[src/rtl/dscrptr_cache_rd_sched.sv]
`default_nettype none
// ============================================================================
// Module   : dscrptr_cache_rd_sched
// Purpose  : Round-robin read scheduler for the internal/external descriptor
//            cache. Picks the next eligible slot, issues a one-cycle cache
//            read, waits out the ECC RAM latency, then offers the descriptor
//            to DMATranCtrl with a req/ack handshake. The slot is held until
//            DMATranCtrl writes it back. A double-bit ECC error, a withdrawn
//            slot or a write-back timeout all release the slot early.
// Ports    : clock/reset       - single clock, synchronous active-high reset
//            dscrptrValid      - per-slot data-valid (internal descriptors)
//            extDscrptr        - per-slot external flag (always eligible)
//            eccDbErr          - cache double-bit error at end of read wait
//            dscrptrAck        - DMATranCtrl accepted the request
//            wrBack/wrBackNum  - write-back strobe and slot number
//            dscrptrRdAddr     - cache read address
//            rdEn              - one-cycle cache read enable
//            dscrptrReq/Num    - request to DMATranCtrl and its slot
//            busy              - scheduler not idle
//            dbErrPulse        - request dropped on ECC error
//            wbTimeoutPulse    - write-back timeout fired
// Revision : 1.0 - initial release
// ============================================================================
module dscrptr_cache_rd_sched #(
  parameter int NUM_OF_BDS       = 4,
  parameter int NUM_OF_BDS_WIDTH = 2,
  parameter int RD_LATENCY       = 2,
  parameter int WB_TIMEOUT       = 1024
) (
  input  logic                        clock,
  input  logic                        reset,
  input  logic [NUM_OF_BDS-1:0]       dscrptrValid,
  input  logic [NUM_OF_BDS-1:0]       extDscrptr,
  input  logic                        eccDbErr,
  input  logic                        dscrptrAck,
  input  logic                        wrBack,
  input  logic [NUM_OF_BDS_WIDTH-1:0] wrBackNum,
  output logic [NUM_OF_BDS_WIDTH-1:0] dscrptrRdAddr,
  output logic                        rdEn,
  output logic                        dscrptrReq,
  output logic [NUM_OF_BDS_WIDTH-1:0] dscrptrReqNum,
  output logic                        busy,
  output logic                        dbErrPulse,
  output logic                        wbTimeoutPulse
);

  // Timeout counter only needs to reach WB_TIMEOUT-1.
  localparam int C_WB_CNT_W = (WB_TIMEOUT > 2) ? $clog2(WB_TIMEOUT) : 1;
  localparam logic [C_WB_CNT_W-1:0] C_WB_LAST =
    C_WB_CNT_W'((WB_TIMEOUT > 0) ? (WB_TIMEOUT - 1) : 0);
  localparam bit C_WB_EN = (WB_TIMEOUT != 0);
  localparam logic [3:0] C_RD_LOAD = 4'(RD_LATENCY - 1);

  // The search index is one bit wider than a slot number so rrPtr+k can be
  // formed without overflow before wrapping. Eligibility is zero-padded to the
  // full index range so any index value selects a defined bit.
  localparam int C_PAD_W = 2 ** (NUM_OF_BDS_WIDTH + 1);
  localparam logic [NUM_OF_BDS_WIDTH:0]   C_NUM       = (NUM_OF_BDS_WIDTH + 1)'(NUM_OF_BDS);
  localparam logic [NUM_OF_BDS_WIDTH-1:0] C_LAST_SLOT = NUM_OF_BDS_WIDTH'(NUM_OF_BDS - 1);

  typedef enum logic [2:0] {
    S_IDLE     = 3'd0,
    S_RD_ISSUE = 3'd1,
    S_RD_WAIT  = 3'd2,
    S_REQ      = 3'd3,
    S_WB_WAIT  = 3'd4
  } state_t;

  state_t                      r_state;
  state_t                      w_nextState;
  logic [NUM_OF_BDS_WIDTH-1:0] r_rrPtr;
  logic [NUM_OF_BDS_WIDTH-1:0] w_nextRrPtr;
  logic [NUM_OF_BDS_WIDTH-1:0] r_slot;
  logic [NUM_OF_BDS_WIDTH-1:0] w_nextSlot;
  logic [NUM_OF_BDS_WIDTH-1:0] r_addr;
  logic [NUM_OF_BDS_WIDTH-1:0] w_nextAddr;
  logic [3:0]                  r_cnt;
  logic [3:0]                  w_nextCnt;
  logic [C_WB_CNT_W-1:0]       r_wbCnt;
  logic [C_WB_CNT_W-1:0]       w_nextWbCnt;
  logic                        r_dbErrPulse;
  logic                        w_setDbErr;
  logic                        r_wbTimeoutPulse;
  logic                        w_setWbTimeout;

  logic [C_PAD_W-1:0]          w_eligPad;
  logic [NUM_OF_BDS_WIDTH:0]   w_idx;
  logic                        w_hit;
  logic [NUM_OF_BDS_WIDTH-1:0] w_pick;
  logic                        w_slotElig;
  logic                        w_wbMatch;
  logic [NUM_OF_BDS_WIDTH-1:0] w_slotInc;

  // Eligibility and round-robin search starting at rrPtr.
  always_comb begin
    w_eligPad                   = '0;
    w_eligPad[NUM_OF_BDS-1:0]   = dscrptrValid | extDscrptr;
    w_hit                       = 1'b0;
    w_pick                      = '0;
    w_idx                       = '0;
    for (int k = 0; k < NUM_OF_BDS; k++) begin
      w_idx = {1'b0, r_rrPtr} + k[NUM_OF_BDS_WIDTH:0];
      if (w_idx >= C_NUM) begin
        w_idx = w_idx - C_NUM;
      end
      if (!w_hit && w_eligPad[w_idx]) begin
        w_hit  = 1'b1;
        w_pick = w_idx[NUM_OF_BDS_WIDTH-1:0];
      end
    end
  end

  assign w_slotElig = w_eligPad[{1'b0, r_slot}];
  assign w_wbMatch  = wrBack && (wrBackNum == r_slot);
  assign w_slotInc  = (r_slot == C_LAST_SLOT) ? '0 : (r_slot + NUM_OF_BDS_WIDTH'(1));

  // Next-state and datapath updates.
  always_comb begin
    w_nextState    = r_state;
    w_nextRrPtr    = r_rrPtr;
    w_nextSlot     = r_slot;
    w_nextAddr     = r_addr;
    w_nextCnt      = r_cnt;
    w_nextWbCnt    = r_wbCnt;
    w_setDbErr     = 1'b0;
    w_setWbTimeout = 1'b0;
    case (r_state)
      S_IDLE: begin
        if (w_hit) begin
          // Address is loaded here so it is already valid during RD_ISSUE.
          w_nextSlot  = w_pick;
          w_nextAddr  = w_pick;
          w_nextState = S_RD_ISSUE;
        end
      end
      S_RD_ISSUE: begin
        w_nextCnt   = C_RD_LOAD;
        w_nextState = S_RD_WAIT;
      end
      S_RD_WAIT: begin
        if (r_cnt != 4'd0) begin
          if (!w_slotElig) begin
            w_nextState = S_IDLE;
          end else begin
            w_nextCnt = r_cnt - 4'd1;
          end
        end else if (eccDbErr) begin
          // Data has been read; the error report takes precedence over withdraw.
          w_setDbErr  = 1'b1;
          w_nextRrPtr = w_slotInc;
          w_nextState = S_IDLE;
        end else if (!w_slotElig) begin
          w_nextState = S_IDLE;
        end else begin
          w_nextState = S_REQ;
        end
      end
      S_REQ: begin
        if (dscrptrAck) begin
          if (w_wbMatch) begin
            w_nextRrPtr = w_slotInc;
            w_nextState = S_IDLE;
          end else begin
            w_nextWbCnt = '0;
            w_nextState = S_WB_WAIT;
          end
        end else if (!w_slotElig) begin
          w_nextState = S_IDLE;
        end
      end
      S_WB_WAIT: begin
        w_nextWbCnt = r_wbCnt + C_WB_CNT_W'(1);
        if (w_wbMatch) begin
          w_nextRrPtr = w_slotInc;
          w_nextState = S_IDLE;
        end else if (C_WB_EN && (r_wbCnt == C_WB_LAST)) begin
          w_setWbTimeout = 1'b1;
          w_nextRrPtr    = w_slotInc;
          w_nextState    = S_IDLE;
        end
      end
      default: begin
        w_nextState = S_IDLE;
      end
    endcase
  end

  always_ff @(posedge clock) begin
    if (reset) begin
      r_state          <= S_IDLE;
      r_rrPtr          <= '0;
      r_slot           <= '0;
      r_addr           <= '0;
      r_cnt            <= '0;
      r_wbCnt          <= '0;
      r_dbErrPulse     <= 1'b0;
      r_wbTimeoutPulse <= 1'b0;
    end else begin
      r_state          <= w_nextState;
      r_rrPtr          <= w_nextRrPtr;
      r_slot           <= w_nextSlot;
      r_addr           <= w_nextAddr;
      r_cnt            <= w_nextCnt;
      r_wbCnt          <= w_nextWbCnt;
      r_dbErrPulse     <= w_setDbErr;
      r_wbTimeoutPulse <= w_setWbTimeout;
    end
  end

  // Outputs are forced low while reset is high, not only after the edge.
  assign dscrptrRdAddr  = reset ? '0 : r_addr;
  assign rdEn           = !reset && (r_state == S_RD_ISSUE);
  assign dscrptrReq     = !reset && (r_state == S_REQ);
  assign dscrptrReqNum  = reset ? '0 : r_slot;
  assign busy           = !reset && (r_state != S_IDLE);
  assign dbErrPulse     = !reset && r_dbErrPulse;
  assign wbTimeoutPulse = !reset && r_wbTimeoutPulse;

endmodule
`default_nettype wire

[config.mk]
export PLATFORM = sky130hd
export DESIGN_NAME = dscrptr_cache_rd_sched
export DESIGN_NICKNAME = d
export VERILOG_FILES = /design/src/rtl/dscrptr_cache_rd_sched.sv
export SDC_FILE = /design/constraint.sdc
export NUM_CORES = 1
export LEC_CHECK = 0
export CAP_MARGIN = 15
export CORE_MARGIN = 3
export CORE_UTILIZATION = 25
export DETAILED_ROUTE_END_ITERATION = 8
export SLEW_MARGIN = 0
export SYNTH_ARGS = -nofsm -noshare
export SYNTH_HDL_FRONTEND = slang
export SYNTH_SLANG_ARGS = --single-unit
[constraint.sdc]
create_clock -name clock -period 2.75 [get_ports clock]
set_input_delay 0.275 -clock clock [delete_from_list [all_inputs] [get_ports clock]]
set_output_delay 0.275 -clock clock [all_outputs]
set_load 0.01 [all_outputs]
After elaboration in Yosys (flattened, before gate mapping)
Cells that the tools add are included.
- output and inout bits: 9
- word-level logic and storage cells: 120
- bits of input ports: 15
- register bits after elaboration: 23
- add/subtract/negate cells: 10
- $lt $le $gt $ge: 9
- mux-type cells: 49
- eq/ne operators: 16
- bitwise operators: 3
- reduce and logical (&&, ||, !) cells: 26
- operator list (kind ; count):
    $mux W3 ; 11
    $mux W2 ; 14
    $mux W10 ; 2
    $pmux W10 S2 ; 1
    $lt A3 B4 Y1 const B ; 4
    $ne A2 B2 Y1 const B ; 8
    $pmux W3 S5 ; 1
    $bmux W1 S3 ; 4
    $mux W1 ; 11
    $add A10 B1 Y10 const B ; 1
    $eq A10 B10 Y1 const B ; 1
    $ge A3 B3 Y1 const B ; 3
    $logic_and A1 B1 Y1 ; 9
    $sub A3 B3 Y3 const B ; 3
    $mux W4 ; 2
    $pmux W4 S2 ; 1
    $add A2 B2 Y3 const B ; 2
    $eq A3 B2 Y1 const B ; 2
    $pmux W2 S3 ; 1
    $reduce_and A3 Y1 ; 2
    $reduce_and A6 Y1 ; 1
    $reduce_bool A3 Y1 ; 2
    $reduce_or A3 Y1 ; 2
    $logic_not A1 Y1 ; 4
    18 further kinds ; 21

Depth between registers and ports, before layout
- depth in word-level cells: 16
- depth in mapped cells: 7
- mapped depth without buffers: 7

Least setup slack after synthesis
Ideal clock, no wire load.
- path kind: register -> register
- start: register, netlist name r_addr[1]
- end: register r_cnt[2]
- clock period less this slack: 1692 ps
- arrival time: 1607 ps
- setup time: 86 ps
- setup slack: 1058 ps
- cell stages (with the launch flop): 4
- path buffers: 0
- required time: 2664 ps
- cell sequence: dfxtp_1 mux4_2 or4_1 a211oi_1
- RTL lines (element ; RTL line ; RTL):
    end signal: assignment ; 203 ; r_cnt <= w_nextCnt;
    end: declaration ; 77 ; logic [3:0] r_cnt;

Worst setup path after layout
- start: input reset
- end: output dscrptrReq
- longest elaborated chain between the ends: 2
- RTL lines (element ; RTL line ; RTL):
    start: declaration ; 31 ; input logic reset,
    $logic_not A1 Y1 ; 213 ; assign dscrptrReq = !reset && (r_state == S_REQ);
    $logic_and A1 B1 Y1 ; 213 ;
    end: declaration ; 40 ; output logic dscrptrReq,
No other way between the ends.

==> reports/qor.json <==
{
  "route": {
    "num_vias": 1172,
    "routed-wl-met2_mm": 1.25,
    "ant_nets": 0,
    "drt_wl_total_mm": 2.85,
    "drc": 0,
    "post_drt_wl_per_cell_um": 11.5,
    "wl_met1_mm": 1.46,
    "avgViaCountPerCell": 4.74,
    "first_pass_iteration_count_of_the_detailed_router": 4,
    "top_signal_layer_used": "met4",
    "met3WireLength_um": 96,
    "drtIter0Drc": 74
  },
  "synthesis": {
    "post_synth_instance_area_sq_mm": 0.00133,
    "ys_types": 48,
    "ys_async_sr_fraction_pct": 0,
    "synth_top_cell_by_area": "sky130_fd_sc_hd__dfxtp_1",
    "mapped_nets": 177,
    "synthCells": 159,
    "yosys.area.top_type_share_pct": 34.6,
    "synth_seq_area_share_pct": 34.6,
    "synth_enable_flop_cells": 0,
    "synthesis.yosys.warnings": 0,
    "ys_top_cells_by_area": "sky130_fd_sc_hd__dfxtp_1 35%, sky130_fd_sc_hd__nor2_1 7.1%, sky130_fd_sc_hd__xor2_1 5.3%, sky130_fd_sc_hd__ha_1 2.8%, sky130_fd_sc_hd__o2111ai_1 2.6%",
    "synth_area_per_cell_sq_um": 8.36,
    "synth.ff_latch_count": 23,
    "yosys_most_used_dff": "sky130_fd_sc_hd__dfxtp_1"
  },
  "clock_network": {
    "clkSlewWorstSetupHoldPaths_ps": 80,
    "postCtsResizedCells": 0,
    "tritoncts.num_buffers": 3,
    "h-tree-depth": 1,
    "clock_latency_ps": 260,
    "clk_path_buf_depth": 2,
    "root_buffer_cell": "sky130_fd_sc_hd__clkbuf_8",
    "cts.sinks": 23,
    "tritoncts": "yes",
    "cts.hold.buffers_added": 0,
    "post_cts.repair.setup_buffers": 0
  },
  "global_routing": {
    "grt_max_degree": 16,
    "grt_first_pass_wirelength_mm": 4.75,
    "grt.overflow.total": 0,
    "number_of_antenna_violations_at_the_first_check_in_global_routing": 0,
    "via_count_of_the_first_global_routing_pass": 1024,
    "grt_total_usage_pct": 9.35
  },
  "power_and_ir_drop": {
    "power_density_mw_per_mm2": 438,
    "power_leakage_nw": 0.551,
    "total_power_uw": 730,
    "power.ir.vdd_worst_uv": 290
  },
  "sta": {
    "slew_hr_pct": 60.4,
    "hold_violations": 0,
    "rsz_0062_raised_after_global_routing": "false",
    "final_max_slew_viol_count": 0,
    "worst_clock_skew_ps": 3.52,
    "setup-violations-final": 0,
    "period_minus_slack_ps": 2090,
    "final.setup.tns_ps": 0,
    "clock.fmax_ghz": 0.477,
    "final.period_utilization_pct": 76.2,
    "worst_pin_slew_ps": 592
  },
  "setup_path": {
    "cp_data_arrival_time_ps": 1820,
    "timing.setup.critical_path_class": "input pin to output port",
    "cp_max_fo": 9,
    "cp.required_ps": 2480,
    "endpoint_kind": "output port",
    "start_kind": "input pin"
  },
  "finish": {
    "final_cells": 247,
    "area_growth_pct": 25.4,
    "drive_above_1_share_pct": 6.67,
    "num_antenna_cells": 0,
    "post-route-cell-area_sq_mm": 0.00167,
    "final_net_count": 199
  },
  "outcome": {
    "status": "completed"
  },
  "floorplanning": {
    "core_area_sq_mm": 0.00494,
    "effective_utilization_at_floorplan_pct": 26.9,
    "row_count": 25,
    "fp.dieW_um": 78.9,
    "pin_count": 24,
    "die_area_sq_mm": 0.00623,
    "chipHeight_um": 78.9
  },
  "min_path": {
    "min-delay-path-class": "flop to flop"
  },
  "place": {
    "dp_cells": 243,
    "routabilityCongestion": 0.783,
    "detailed_place.area_sq_mm": 0.00162,
    "io_buffer_count": 23,
    "place.detailed.hpwl_mm": 2.13
  },
  "run": {
    "cap_viol_max_count": 0
  }
}
[layout by cell type, fill, tap and decap left out, drive strengths merged, types with 3 or more instances in the layout]
master,count
nor2,26
clkdlybuf4s50,23
dfxtp,23
xor2,8
nand2,7
inv,5
nor3,5
nor2b,5
a21oi,5
o21ai,5
nand3,4
nor3b,4
o2111ai,4
clkbuf,4
mux2i,3
a211oi,3
o211ai,3
ha,3
buf,3
a31oi,3
[critical path, stage by stage]
cell	delay [ps]
sky130_fd_sc_hd__clkdlybuf4s50_1	580
sky130_fd_sc_hd__nor4b_1	370
sky130_fd_sc_hd__clkdlybuf4s50_1	600
[state kept, by name, summed over array words and instances (netlist names)]
signal	flops
r_addr	2
r_cnt	4
r_dbErrPulse	1
r_rrPtr	2
r_state	3
r_wbCnt	10
r_wbTimeoutPulse	1
[power breakdown]
| part | internal (mW) | switching [mW] |
|---|---|---|
| sequential | 0.346 | 0.0196 |
| combinational | 0.0800 | 0.0780 |
| clock | 0.103 | 0.104 |
[area by class of cell]
type	instances	area [sq um]
inverter	5	18.8
multi-input combinational	122	807
timing repair buffer	26	253
clock buffer	4	45.0
sequential	23	460
tap	67	83.8
fill	543	3270
[path summary, 6_finish.rpt]
check | startpoint | endpoint | slack, ps | cells after the start
max | reset | dscrptrReq | 660 | 3
min reg2reg | r_cnt[1] | r_cnt[1] | 500 | 2
max reg2reg | r_state[1] | r_rrPtr[0] | 860 | 5
min | r_cnt[1] | r_cnt[1] | 500 | 2
[routing by layer]
metal	vias to the layer above	GRT usage, %
met5	-	0
met4	0	3.09
met3	2	2.15
met2	15	14.0
met1	536	13.2
li1	619	-
[Yosys cell counts (2+ instances only)]
cell type                   instances
sky130_fd_sc_hd__nor2_1            25
sky130_fd_sc_hd__dfxtp_1           23
sky130_fd_sc_hd__xor2_1             8
sky130_fd_sc_hd__nand2_1            7
sky130_fd_sc_hd__a21oi_1            5
sky130_fd_sc_hd__clkbuf_1           5
sky130_fd_sc_hd__inv_1              5
sky130_fd_sc_hd__nor2b_1            5
sky130_fd_sc_hd__nor3_1             5
sky130_fd_sc_hd__o21ai_0            5
sky130_fd_sc_hd__nand3_1            4
sky130_fd_sc_hd__nor3b_1            4
sky130_fd_sc_hd__o2111ai_1          4
sky130_fd_sc_hd__a211oi_1           3
sky130_fd_sc_hd__ha_1               3
sky130_fd_sc_hd__mux2i_1            3
sky130_fd_sc_hd__o211ai_1           3
sky130_fd_sc_hd__a31oi_1            2
sky130_fd_sc_hd__and2_1             2
sky130_fd_sc_hd__and4_1             2
sky130_fd_sc_hd__buf_2              2
sky130_fd_sc_hd__buf_4              2
sky130_fd_sc_hd__nand2b_1           2
sky130_fd_sc_hd__nand4_1            2
sky130_fd_sc_hd__nor4_1             2
sky130_fd_sc_hd__o21a_1             2
sky130_fd_sc_hd__or4_1              2
sky130_fd_sc_hd__xnor2_1            2
[metrics by stage]
stage	utilization (%)	setup WS [ps]	hold slack (ps)
3_3_place_gp	32.8	591	490
6_report	33.7	655	503
4_1_cts	33.7	633	509
3_5_place_dp	32.8	560	497
2_1_floorplan	-	1060	382
5_1_grt	33.7	498	541
[logic make-up (layout without fill, tap and decap cells)]
group | count (synthesis) | after routing | share of synthesized area, %
xor+xnor | 10 | 10 | 6.59
flops | 23 | 23 | 34.6
simple gates | 70 | 70 | 28.0
buf+inv | 14 | 35 | 4.70
fa+ha+maj | 3 | 3 | 2.82
mux | 5 | 5 | 4.80
compound gates | 34 | 34 | 18.4
Note: power is estimated with default switching activity, not from simulation.
